## config.mk

```make
export PLATFORM = sky130hd
export DESIGN_NAME = ps2host_tx
export DESIGN_NICKNAME = d
export VERILOG_FILES = /design/src/rtl/ps2host_tx.sv
export SDC_FILE = /design/constraint.sdc
export NUM_CORES = 1
export LEC_CHECK = 0
export CORE_ASPECT_RATIO = 0.7
export CORE_UTILIZATION = 60
export CTS_CLUSTER_DIAMETER = 30
export DETAILED_ROUTE_END_ITERATION = 8
export PLACE_DENSITY = 0.78
export REMOVE_ABC_BUFFERS = 1
export SLEW_MARGIN = 10
export SYNTH_ARGS = -nofsm -noshare
export SYNTH_HDL_FRONTEND = slang
export SYNTH_SLANG_ARGS = --single-unit
```

## constraint.sdc

```tcl
create_clock -name clk -period 4.6 [get_ports clk]
set_input_delay 0.92 -clock clk [delete_from_list [all_inputs] [get_ports clk]]
set_output_delay 0.92 -clock clk [all_outputs]
set_load 0.03 [all_outputs]
```

## src/rtl/ps2host_tx.sv

```systemverilog
`default_nettype none
// ============================================================================
//  Module   : ps2host_tx
//  Purpose  : Host-to-device PS/2 transmitter. Inhibits the bus, issues a
//             start bit, shifts one byte plus odd parity and stop on the
//             device-generated clock, then checks the device ACK. Drives the
//             open-drain lines through active-high pull-low enables.
//  Revision : 1.0  initial release
// ============================================================================
module ps2host_tx #(
  parameter int INHIBIT_CYCLES = 2000,
  parameter int TIMEOUT_CYCLES = 50000
) (
  input  logic       clk,
  input  logic       reset,
  input  logic       ps2_clk,
  input  logic       ps2_data,
  input  logic [7:0] tx_data,
  input  logic       tx_req,
  output logic       busy,
  output logic       done,
  output logic       err,
  output logic       ps2_clk_oe,
  output logic       ps2_data_oe
);

  localparam int c_CNT_W = $clog2(INHIBIT_CYCLES + 1);
  localparam int c_TMR_W = $clog2(TIMEOUT_CYCLES + 1);

  typedef enum logic [2:0] {
    S_IDLE    = 3'd0,
    S_INHIBIT = 3'd1,
    S_START   = 3'd2,
    S_DATA    = 3'd3,
    S_WAITREL = 3'd4
  } state_t;

  state_t               r_state;
  state_t               w_state_nxt;
  logic [1:0]           r_clksr;
  logic [1:0]           r_datasr;
  logic [9:0]           r_frame;
  logic [9:0]           w_frame_nxt;
  logic [c_CNT_W-1:0]   r_count;
  logic [c_CNT_W-1:0]   w_count_nxt;
  logic [c_TMR_W-1:0]   r_timer;
  logic [c_TMR_W-1:0]   w_timer_nxt;
  logic [3:0]           r_bitcnt;
  logic [3:0]           w_bitcnt_nxt;
  logic                 r_clk_oe;
  logic                 w_clk_oe_nxt;
  logic                 r_data_oe;
  logic                 w_data_oe_nxt;
  logic                 r_done;
  logic                 w_done_nxt;
  logic                 r_err;
  logic                 w_err_nxt;
  logic                 w_fall;
  logic                 w_timeout;
  logic                 w_fail;

  // Falling edge of the device clock: previous sample high, newest sample low.
  assign w_fall    = (r_clksr == 2'b10);
  assign w_timeout = (r_timer == c_TMR_W'(TIMEOUT_CYCLES - 1));

  // Two-stage input shift registers for the raw bus lines.
  always_ff @(posedge clk or negedge reset) begin
    if (!reset) begin
      r_clksr  <= 2'b11;
      r_datasr <= 2'b11;
    end else begin
      r_clksr  <= {r_clksr[0], ps2_clk};
      r_datasr <= {r_datasr[0], ps2_data};
    end
  end

  // State register and all registered datapath/outputs.
  always_ff @(posedge clk or negedge reset) begin
    if (!reset) begin
      r_state   <= S_IDLE;
      r_frame   <= '0;
      r_count   <= '0;
      r_timer   <= '0;
      r_bitcnt  <= '0;
      r_clk_oe  <= 1'b0;
      r_data_oe <= 1'b0;
      r_done    <= 1'b0;
      r_err     <= 1'b0;
    end else begin
      r_state   <= w_state_nxt;
      r_frame   <= w_frame_nxt;
      r_count   <= w_count_nxt;
      r_timer   <= w_timer_nxt;
      r_bitcnt  <= w_bitcnt_nxt;
      r_clk_oe  <= w_clk_oe_nxt;
      r_data_oe <= w_data_oe_nxt;
      r_done    <= w_done_nxt;
      r_err     <= w_err_nxt;
    end
  end

  // Next-state, frame shifting, timeout and ACK evaluation.
  always_comb begin
    w_state_nxt   = r_state;
    w_frame_nxt   = r_frame;
    w_count_nxt   = r_count;
    w_timer_nxt   = r_timer;
    w_bitcnt_nxt  = r_bitcnt;
    w_clk_oe_nxt  = r_clk_oe;
    w_data_oe_nxt = r_data_oe;
    w_done_nxt    = 1'b0;
    w_err_nxt     = 1'b0;
    w_fail        = 1'b0;

    unique case (r_state)
      S_IDLE: begin
        w_clk_oe_nxt  = 1'b0;
        w_data_oe_nxt = 1'b0;
        if (tx_req) begin
          // Frame bits 0..7 data, 8 odd parity, 9 stop.
          w_frame_nxt  = {1'b1, ~^tx_data, tx_data};
          w_clk_oe_nxt = 1'b1;
          w_count_nxt  = '0;
          w_state_nxt  = S_INHIBIT;
        end
      end

      S_INHIBIT: begin
        if (r_count == c_CNT_W'(INHIBIT_CYCLES - 1)) begin
          // Start bit goes low one cycle before the clock is released.
          w_data_oe_nxt = 1'b1;
          w_count_nxt   = r_count + 1'b1;
        end else if (r_count == c_CNT_W'(INHIBIT_CYCLES)) begin
          w_clk_oe_nxt = 1'b0;
          w_bitcnt_nxt = '0;
          w_timer_nxt  = '0;
          w_state_nxt  = S_START;
        end else begin
          w_count_nxt = r_count + 1'b1;
        end
      end

      S_START, S_DATA: begin
        w_timer_nxt = r_timer + 1'b1;
        if (w_fall) begin
          w_timer_nxt  = '0;
          w_bitcnt_nxt = r_bitcnt + 1'b1;
          if (r_bitcnt == 4'd10) begin
            // Eleventh edge: device must be pulling data low as ACK.
            if (!r_datasr[1]) begin
              w_state_nxt = S_WAITREL;
            end else begin
              w_fail = 1'b1;
            end
          end else begin
            // Edges 1..10 present data, parity, then the (released) stop bit.
            w_data_oe_nxt = ~r_frame[r_bitcnt];
            w_state_nxt   = S_DATA;
          end
        end else if (w_timeout) begin
          w_fail = 1'b1;
        end
      end

      S_WAITREL: begin
        w_timer_nxt = r_timer + 1'b1;
        if (r_clksr[1] && r_datasr[1]) begin
          w_state_nxt = S_IDLE;
          w_done_nxt  = 1'b1;
        end else if (w_timeout) begin
          w_fail = 1'b1;
        end
      end

      default: begin
        w_state_nxt = S_IDLE;
      end
    endcase

    if (w_fail) begin
      w_state_nxt   = S_IDLE;
      w_clk_oe_nxt  = 1'b0;
      w_data_oe_nxt = 1'b0;
      w_err_nxt     = 1'b1;
    end
  end

  assign busy        = (r_state != S_IDLE);
  assign done        = r_done;
  assign err         = r_err;
  assign ps2_clk_oe  = r_clk_oe;
  assign ps2_data_oe = r_data_oe;

endmodule
`default_nettype wire

```

# --- Word-level counts from Yosys, hierarchy flattened ---
# Index checks and enable logic that the tools add are counted.
word_totals:
  reg_bits: 52
  inputBits: 13
  word_cells: 97
classes:
  addsub: 3
  n_lt_le_gt_ge: 1
  eq_ne: 22
  mux: 42
  bitwise: 1
  n_reduce_logical: 17
ops:
  columns: ["op", "n"]
  rows:
  - ["$mux W16", 3]
  - ["$pmux W16 S3", 1]
  - ["$mux W11", 3]
  - ["$mux W3", 8]
  - ["$ne A3 B3 Y1 const B", 8]
  - ["$eq A11 B11 Y1 const B", 2]
  - ["$pmux W11 S2", 1]
  - ["$mux W1", 17]
  - ["$add A16 B1 Y16 const B", 1]
  - ["$eq A16 B16 Y1 const B", 1]
  - ["$mux W4", 3]
  - ["$pmux W3 S4", 1]
  - ["$add A11 B1 Y11 const B", 1]
  - ["$reduce_and A3 Y1", 3]
  - ["$reduce_bool A3 Y1", 3]
  - ["$ne A2 B2 Y1 const B", 4]
  - ["$pmux W4 S2", 1]
  - ["$reduce_and A4 Y1", 2]
  - ["$reduce_xnor A8 Y1", 1]
  - ["$eq A3 B2 Y1 const B", 2]
  - ["$reduce_and A6 Y1", 1]
  - ["$lt A4 B5 Y1 const B", 1]
  - ["$add A4 B1 Y4 const B", 1]
  - ["$bmux W1 S4", 1]
  - ["14 further kinds", 16]

# --- Longest topological paths before layout ---
# Gate-level depths: netlist of the first run.
logic_depth:
  ltp_word: 7
  ltp_mapped: 9
  ltp_nobuf: 7

# --- Least setup slack after synthesis of the first run ---
# No wires, ideal clock.
synth_timing:
  kind: "register to register"
  start: "register r_bitcnt[0]"
  end: "register r_state[1]"
  setup_time_ns: 0.126
  arrival_ns: 1.820
  required_ns: 4.474
  setup_slack_ns: 2.654
  path_stages_with_launch: 10
  n_path_buf: 2
  path_cell_list: "dfrtp_1 -> buf_2 -> inv_1 -> ha_1 -> and3b_1 -> clkbuf_1 -> mux2i_1 -> a21o_1 -> and3b_1 -> a311o_1"
synth_via:
  elab_chain_len: 6
synth_rtl:
  columns: ["item", "line_no", "source"]
  rows:
  - ["start, declared", "48", "logic [3:0] r_bitcnt;"]
  - ["start signal, assigned", "94", "r_bitcnt <= w_bitcnt_nxt;"]
  - ["$eq A4 B4 Y1 (*)", "148", "if (r_bitcnt == 4'd10) begin"]
  - ["$mux W1", "148", null]
  - ["$mux W1", "145", "if (w_fall) begin"]
  - ["$pmux W1 S2", "115", "unique case (r_state)"]
  - ["$ne A4 B4 Y1 (no line) / $ne A3 B3 Y1 (equally long branches)", null, null]
  - ["$reduce_and A6 Y1 (no line)", null, null]
  - ["end signal, assigned", "90", "r_state <= w_state_nxt;"]
  - ["end, declared", "38", "state_t r_state;"]
# Mark *: on every way between the ends. The rest lies on a longest branch, timed or not. The select of a mux whose other input is x is not followed.
# A chain may end at the register's enable or synchronous reset.

# --- Final worst setup path of the first run ---
layout_timing:
  start: "register r_state[2]"
  end: "output busy"
layout_via:
  elab_chain_len: 1
layout_rtl:
  columns: ["item", "line_no", "source"]
  rows:
  - ["$reduce_bool A3 Y1", "188", "assign busy = (r_state != S_IDLE);"]
  - ["end, declared", "20", "output logic busy,"]
# No other way between the ends.

==> impl_metrics.csv, run 1 <==
group,metric,value,unit
status,status,"finished clean",
timing,setup-tns-final,0,ps
route,detail_route.vias_per_cell,6.003,
timing,rsz0062_at_grt,"false",
timing,period_minus_slack,2824,ps
setup_path,crit_type,"flop to output port",
floorplan,fp.dieH,58.97,um
timing,finalMaxSlewViolations,0,
grt,grt_max_degree,53,
placed_design,dp_slack,1976,ps
synthesis,yosysUniqueCellTypes,55,
synthesis,syn_avg_cell_area,10.19,um^2
hold_path,min_path_type,"flop to flop",
route,ant_nets,0,
layout,final_cells,344,
clock_tree,cts_buffers,5,
synthesis,synth_seq_cells,52,
power_and_ir_drop,power-per-cell-area,459.0,nW/um^2
layout,antenna_cells,0,
clock_tree,clk_pin_slew_worst_paths,90,ps
power_and_ir_drop,irDropWorstVdd,0.3049,mV
clock_tree,root_buffer,"clkbuf_8",
setup_path,crit_chain,"or3_1 > clkdlybuf4s50_1",
placed_design,portBuffers,17,
power_and_ir_drop,p_sw,497.2,uW
setup_path,arrival,1900,ps
synthesis,ys_warn_count,0,
synthesis,ys.flop_type,"dfrtp_1",
route,wl_per_cell,15.67,um
power_and_ir_drop,p_seq_share,47.4,%
floorplan,die_w,83.38,um
setup_path,cp_slowest_cell,"clkdlybuf4s50_1",
timing,fin_crit_sh,61.39,%
layout,postLayoutCellArea,3053,um^2
setup_path,crit_required,3680,ps
clock_tree,clock_path_buffers,2,
floorplan,io-pin-count,18,
clock_tree,postCtsSetupRepairBufs,0,
timing,fmax,354.1,MHz
power_and_ir_drop,swShare,35.48,%
grt,grt_usage,24.91,%
layout,areaGrowthSynthToFinish,9.762,%
route,wirelength,5.390,mm
timing,relSlewSlack,57.26,%
setup_path,worst_r2r_path_depth,7,
grt,grt_pass1_wl,9.473,mm
clock_tree,post_cts_resized,0,
floorplan,rows,20,
route,num_vias,2065,
clock_tree,cts-hold-fix-buffers,0,
power_and_ir_drop,p_total,1.401,mW
synthesis,async_reset_ff_share,100.0,%
floorplan,die_area,4917,um^2
setup_path,path_max_fanout,11,
setup_path,endpoint_kind,"output port",
clock_tree,tritoncts_num_sinks,52,
timing,final-setup-viol-count,0,
synthesis,syn_inst,273,
floorplan,start_util,63.15,%
power_and_ir_drop,combPwrFrac,33.5,%
grt,grt_remaining_overflow,0,
setup_path,critPathMaxStageDelay,620,ps
placed_design,post-place-cells,336,
layout,layout.nets,306,
layout,final_layout_size_suffix_gt1_share,13.15,%
clock_tree,clock_latency,300,ps
run,cap_violations,0,
clock_tree,cts_tree,"done",
hold_path,min_path_cells,0,
timing,hold_violations,0,
placed_design,gp_congestion,0.8396,
synthesis,synth_area,2781,um^2
route,first_pass_iters,4,
route,drc,0,
synthesis,ys_seq_area_share,46.96,%
floorplan,core_area,4404,um^2
setup_path,start_kind,"flop",
timing,skew,7.222,ps
power_and_ir_drop,p_leak,1.298,nW
grt,antenna_found_initial,0,
timing,worst_slew_pin_slew,641.1,ps
route,dr.first_iter.drc_count,160,
power_and_ir_drop,clkPwrFrac,19.1,%
placed_design,post_dp_cell_area,2959,um^2
timing,setup_ws,1776,ps
placed_design,hpwlAfterDp,3.797,mm
power_and_ir_drop,p_int,904.2,uW
synthesis,synth_edf_count,0,
clock_tree,htreeDepth,2,
grt,grt_pass1_vias,1923,
==> worst paths after layout <==
kind | start | endpoint | slack, ps
max in group asynchronous | reset | r_count[1]$_DFFE_PN0P_ | 3450
worst min-delay path | r_datasr[0]$_DFF_PN1_ | r_datasr[1]$_DFF_PN1_ | 360
worst max-delay path | r_state[2]$_DFFE_PN0P_ | busy | 1780
min in group asynchronous | reset | r_count[0]$_DFFE_PN0P_ | 710
worst min register to register | r_datasr[0]$_DFF_PN1_ | r_datasr[1]$_DFF_PN1_ | 360
worst max register to register | r_count[0]$_DFFE_PN0P_ | r_timer[9]$_DFFE_PN0P_ | 2490
==> cell usage in the layout, fill, tap and decap left out, types with 6 or more instances in the layout <==
master / count
nor2_1: 29
clkbuf_8: 6
nand2_1: 26
xnor2_1: 14
nand4_1: 8
xor2_1: 6
o21ai_0: 8
o21ai_1: 17
dfrtp_1: 48
inv_1: 7
clkdlybuf4s50_1: 16
nor3_1: 8
mux2i_1: 6
mux2_2: 10
nand3_1: 7
a21oi_1: 6
==> stage by stage <==
step                      hold slack, ps  utilization, %
after CTS                          364.3           69.32
final                              361.1           69.32
after global routing               368.4           69.32
after global placement             350.3           67.19
after detailed placement           347.3           67.19
after floorplan                    345.2               -
==> layout make-up <==
type | instances | area (um^2)
Multi-Input combinational cell | 203 | 1378
Fill cell | 355 | 1351
Sequential cell | 52 | 1306
Timing Repair Buffer | 19 | 180.2
Clock inverter | 1 | 7.507
Clock buffer | 7 | 86.33
Inverter | 7 | 26.28
Tap cell | 55 | 68.82
==> per-layer routing <==
metal	global-route usage (%)	vias up	part of all wire, %
met2	35.60	49	42
li1	-	1006	-
met3	5.049	4	4.8
met1	38.92	1006	53
met4	5.665	0	0.59
met5	0	-	0
==> worst max-delay path, delay by kind of cell, from the launching register on <==
family | cells | cell delay [ps]
AND/OR/NAND/NOR | 1 | 470
buffers and inverters | 1 | 620
flip-flops | 1 | 510
==> Yosys cell counts, types with 3 or more instances <==
cell / count / area (um^2)
dfrtp_1: 48 / 1201
nor2_1: 29 / 108.9
nand2_1: 26 / 97.59
o21ai_1: 17 / 85.08
xnor2_1: 14 / 122.6
mux2_2: 10 / 112.6
nand4_1: 8 / 50.05
nor3_1: 8 / 40.04
o21ai_0: 8 / 40.04
inv_1: 7 / 26.28
nand3_1: 7 / 35.03
a21oi_1: 6 / 30.03
mux2i_1: 6 / 60.06
xor2_1: 6 / 52.55
and3_1: 5 / 31.28
ha_1: 5 / 62.56
clkbuf_1: 4 / 15.01
dfstp_2: 4 / 105.1
nor4_1: 4 / 25.02
buf_6: 3 / 33.78
nor2b_1: 3 / 18.77
o211ai_1: 3 / 22.52
o22ai_1: 3 / 18.77
==> flip-flops by register name, indices dropped and copies added, names as in the netlist <==
register,cells
ps2_data_oe,1
r_clksr,2
r_frame,10
r_state,3
ps2_clk_oe,1
r_count,11
r_timer,16
done,1
r_bitcnt,4
err,1
r_datasr,2
==> kinds of logic (layout without fill, tap and decap cells) <==
logic type | after synthesis | in the layout | synth area share, %
XOR/XNOR | 20 | 20 | 6.298
AND/OR/NAND/NOR | 106 | 106 | 20.47
adder cells (fa/ha/maj) | 5 | 5 | 2.249
buffers and inverters | 18 | 34 | 3.509
flip-flops | 52 | 52 | 46.96
AO/OA/AOI/OAI | 54 | 54 | 12.69
multiplexers | 18 | 18 | 7.827
==> power groups by stage <==
stage                     combinational [mW]  clock (mW)  sequential [mW]
after floorplan                        0.332           0            0.653
after detailed placement               0.467           0            0.671
after global routing                   0.520       0.295            0.682
after global placement                 0.452           0            0.664
after CTS                              0.470       0.278            0.662
final                                  0.469       0.268            0.664
Note: power is estimated with default switching activity, not from simulation.
==> run 2: changes to the inputs <==
--- a/config.mk
+++ b/config.mk
@@ -6,10 +6,10 @@
 export NUM_CORES = 1
 export LEC_CHECK = 0
 export CORE_ASPECT_RATIO = 0.7
-export CORE_UTILIZATION = 60
+export CORE_UTILIZATION = 53
 export CTS_CLUSTER_DIAMETER = 30
 export DETAILED_ROUTE_END_ITERATION = 8
-export PLACE_DENSITY = 0.78
+export PLACE_DENSITY = 0.72
 export REMOVE_ABC_BUFFERS = 1
 export SLEW_MARGIN = 10
 export SYNTH_ARGS = -nofsm -noshare
==> constraint.sdc (replaced) <==
create_clock -name clk -period 2.3 [get_ports clk]
set_input_delay 0.46 -clock clk [delete_from_list [all_inputs] [get_ports clk]]
set_output_delay 0.46 -clock clk [all_outputs]
set_load 0.03 [all_outputs]
==> run 2 against run 1 <==
  * Global-route usage shrank 3.5 points
  * Highest routed layer unchanged
  * Critical path type is now flop to flop
  * Sequential power grew 96%
  * Via count shrank 3.6%
  * Wire length shrank 6.2%
  * Utilization shrank 5.9 points
  * Largest cell class unchanged
  * Non-clock buffer count grew 4
  * Critical path depth grew 5
  * Sequential cell count is the same
  * Cell count grew 5.2%
==> impl_metrics.csv, run 2 (synthesized netlist as in run 1, its figures left out) <==
group,metric,value,unit
grt,grt_usage,21.37,%
route,drc,0,
run,cap_violations,0,
setup_path,rrSetupSlack,190,ps
timing,relSlewSlack,61.70,%
floorplan,io-pin-count,18,
clock_tree,cts_tree,"done",
timing,finalMaxSlewViolations,0,
route,wl_met1,2.878,mm
layout,top_register,"r_timer",
clock_tree,cts-hold-fix-buffers,0,
timing,period_minus_slack,2107,ps
route,wirelength,5.054,mm
setup_path,endpoint_kind,"flop",
floorplan,fp.dieH,62.61,um
floorplan,core_area,4913,um^2
grt,grt_remaining_overflow,0,
clock_tree,cts_buffers,5,
route,detail_route.vias_per_cell,5.497,
floorplan,die_area,5546,um^2
floorplan,start_util,56.61,%
route,dr.first_iter.drc_count,167,
placed_design,portBuffers,17,
layout,layout.nets,310,
layout,final_cell_mix,"48 x dfrtp_1, 29 x nor2_1, 26 x nand2_1, 17 x o21ai_1, 15 x clkdlybuf4s50_1",
placed_design,dp_slack,187.8,ps
layout,areaGrowthSynthToFinish,11.97,%
route,ant_nets,0,
power_and_ir_drop,irDropWorstVdd,0.4515,mV
placed_design,hpwlAfterDp,3.658,mm
timing,worst_slew_pin_slew,570.2,ps
route,met3WireLength,198,um
power_and_ir_drop,power-per-cell-area,897.3,nW/um^2
route,first_pass_iters,4,
clock_tree,clock_path_buffers,2,
placed_design,gp_congestion,0.8323,
clock_tree,htreeDepth,2,
timing,fin_hold_ws,126.8,ps
timing,setup_ws,192.6,ps
layout,largest_register_ffs,16,
timing,rsz0062_at_grt,"false",
setup_path,r2r_end,"r_timer[9]$_DFFE_PN0P_",
hold_path,min_path_type,"input pin to asynchronous set/reset pin",
clock_tree,tritoncts_num_sinks,52,
clock_tree,root_buffer,"clkbuf_8",
timing,skew,11.33,ps
route,dr_wl_met2,1.929,mm
setup_path,start_kind,"flop",
timing,fmax,474.5,MHz
placed_design,post-place-cells,354,
grt,grt_pass1_vias,1863,
grt,antenna_found_initial,0,
status,status,"finished clean",
grt,grt_pass1_wl,9.052,mm
layout,fin_util,63.38,%
clock_tree,clock_latency,310,ps
floorplan,rows,21,
route,wl_per_cell,13.96,um
layout,layout_commonest_cell,"dfrtp_1",
route,num_vias,1990,
layout,final_cells,362,
setup_path,worst_r2r_path_depth,7,
setup_path,path_max_fanout,18,
setup_path,reg2reg_from,"r_count[0]$_DFFE_PN0P_",
layout,top_regs,"r_timer (16), r_count (11), r_frame (10)",
clock_tree,clk_pin_slew_worst_paths,90,ps
grt,grt_max_degree,30,
setup_path,crit_required,2500,ps
timing,fin_crit_sh,91.63,%
route,maxUsedRoutingLayer,"met4",
power_and_ir_drop,p_leak,1.331,nW
floorplan,die_w,88.59,um
timing,final-setup-viol-count,0,
setup_path,arrival,2310,ps
timing,hold_violations,0,
setup_path,crit_type,"flop to flop",
layout,antenna_cells,0,
layout,final_layout_size_suffix_gt1_share,14.68,%
==> run 2: changes by cell type in the layout (fill, tap and decap cells not counted), sizes merged <==
cell / delta
clkinvlp: -1
buf: +4
inv: +1
clkinv: +1
dlygate4sd2: +1
clkbuf: -1
clkdlybuf4s50: -1
==> run 2: layout make-up <==
type | instances | area (um^2)
Clock buffer | 6 | 82.58
Clock inverter | 2 | 13.76
Fill cell | 432 | 1799
Inverter | 7 | 26.28
Multi-Input combinational cell | 203 | 1378
Sequential cell | 52 | 1306
Tap cell | 69 | 86.33
Timing Repair Buffer | 23 | 221.5
==> run 2: power by group <==
part	internal (mW)	switching, mW
sequential	1.11	0.185
clock	0.247	0.305
combinational	0.457	0.487
total	1.82	0.977
==> run 2: how the worst max path moves through the flow <==
| stage | startpoint | end | slack [ps] | depth (start not counted) |
|---|---|---|---|---|
| 3_3_place_gp | r_count[0]$_DFFE_PN0P_ | r_timer[9]$_DFFE_PN0P_ | 280 | 7 |
| 5_1_grt | r_count[0]$_DFFE_PN0P_ | r_timer[9]$_DFFE_PN0P_ | 130 | 7 |
| 3_5_place_dp | r_count[0]$_DFFE_PN0P_ | r_timer[9]$_DFFE_PN0P_ | 190 | 7 |
| 6_report | r_count[0]$_DFFE_PN0P_ | r_timer[9]$_DFFE_PN0P_ | 190 | 7 |
| 2_1_floorplan | r_state[2]$_DFFE_PN0P_ | r_frame[0]$_DFFE_PN0P_ | -30 | 3 |
| 4_1_cts | r_count[0]$_DFFE_PN0P_ | r_timer[9]$_DFFE_PN0P_ | 190 | 7 |
==> run 2: repair_timing <==
item / CTS / global route
buffers inserted: 0 / 0
resized for setup: 1 / 0
setup endpoints to repair: 1 / 0
==> run 2: layer usage <==
layer  GRT usage, %  up-vias
met2          26.15       42
met5              0        -
met1          36.14      931
met4          6.653        0
met3          4.756        5
li1               -     1012
==> run 2: critical path, stage by stage, from the launching register on <==
cell,delay (ps)
dfrtp_1,400
inv_1,120
ha_1,180
nand4bb_1,140
or4_4,470
o21a_4,290
o21bai_1,170
a22o_1,230
==> run 2: through the flow <==
stage	TNS (ps)	instance area (um^2)	total power [mW]
after global routing	0	3114	3.023
after detailed placement	0	3019	2.267
after floorplan	-249.3	2710	1.972
after global placement	0	3019	2.249
after CTS	0	3114	2.818
final	0	3114	2.794
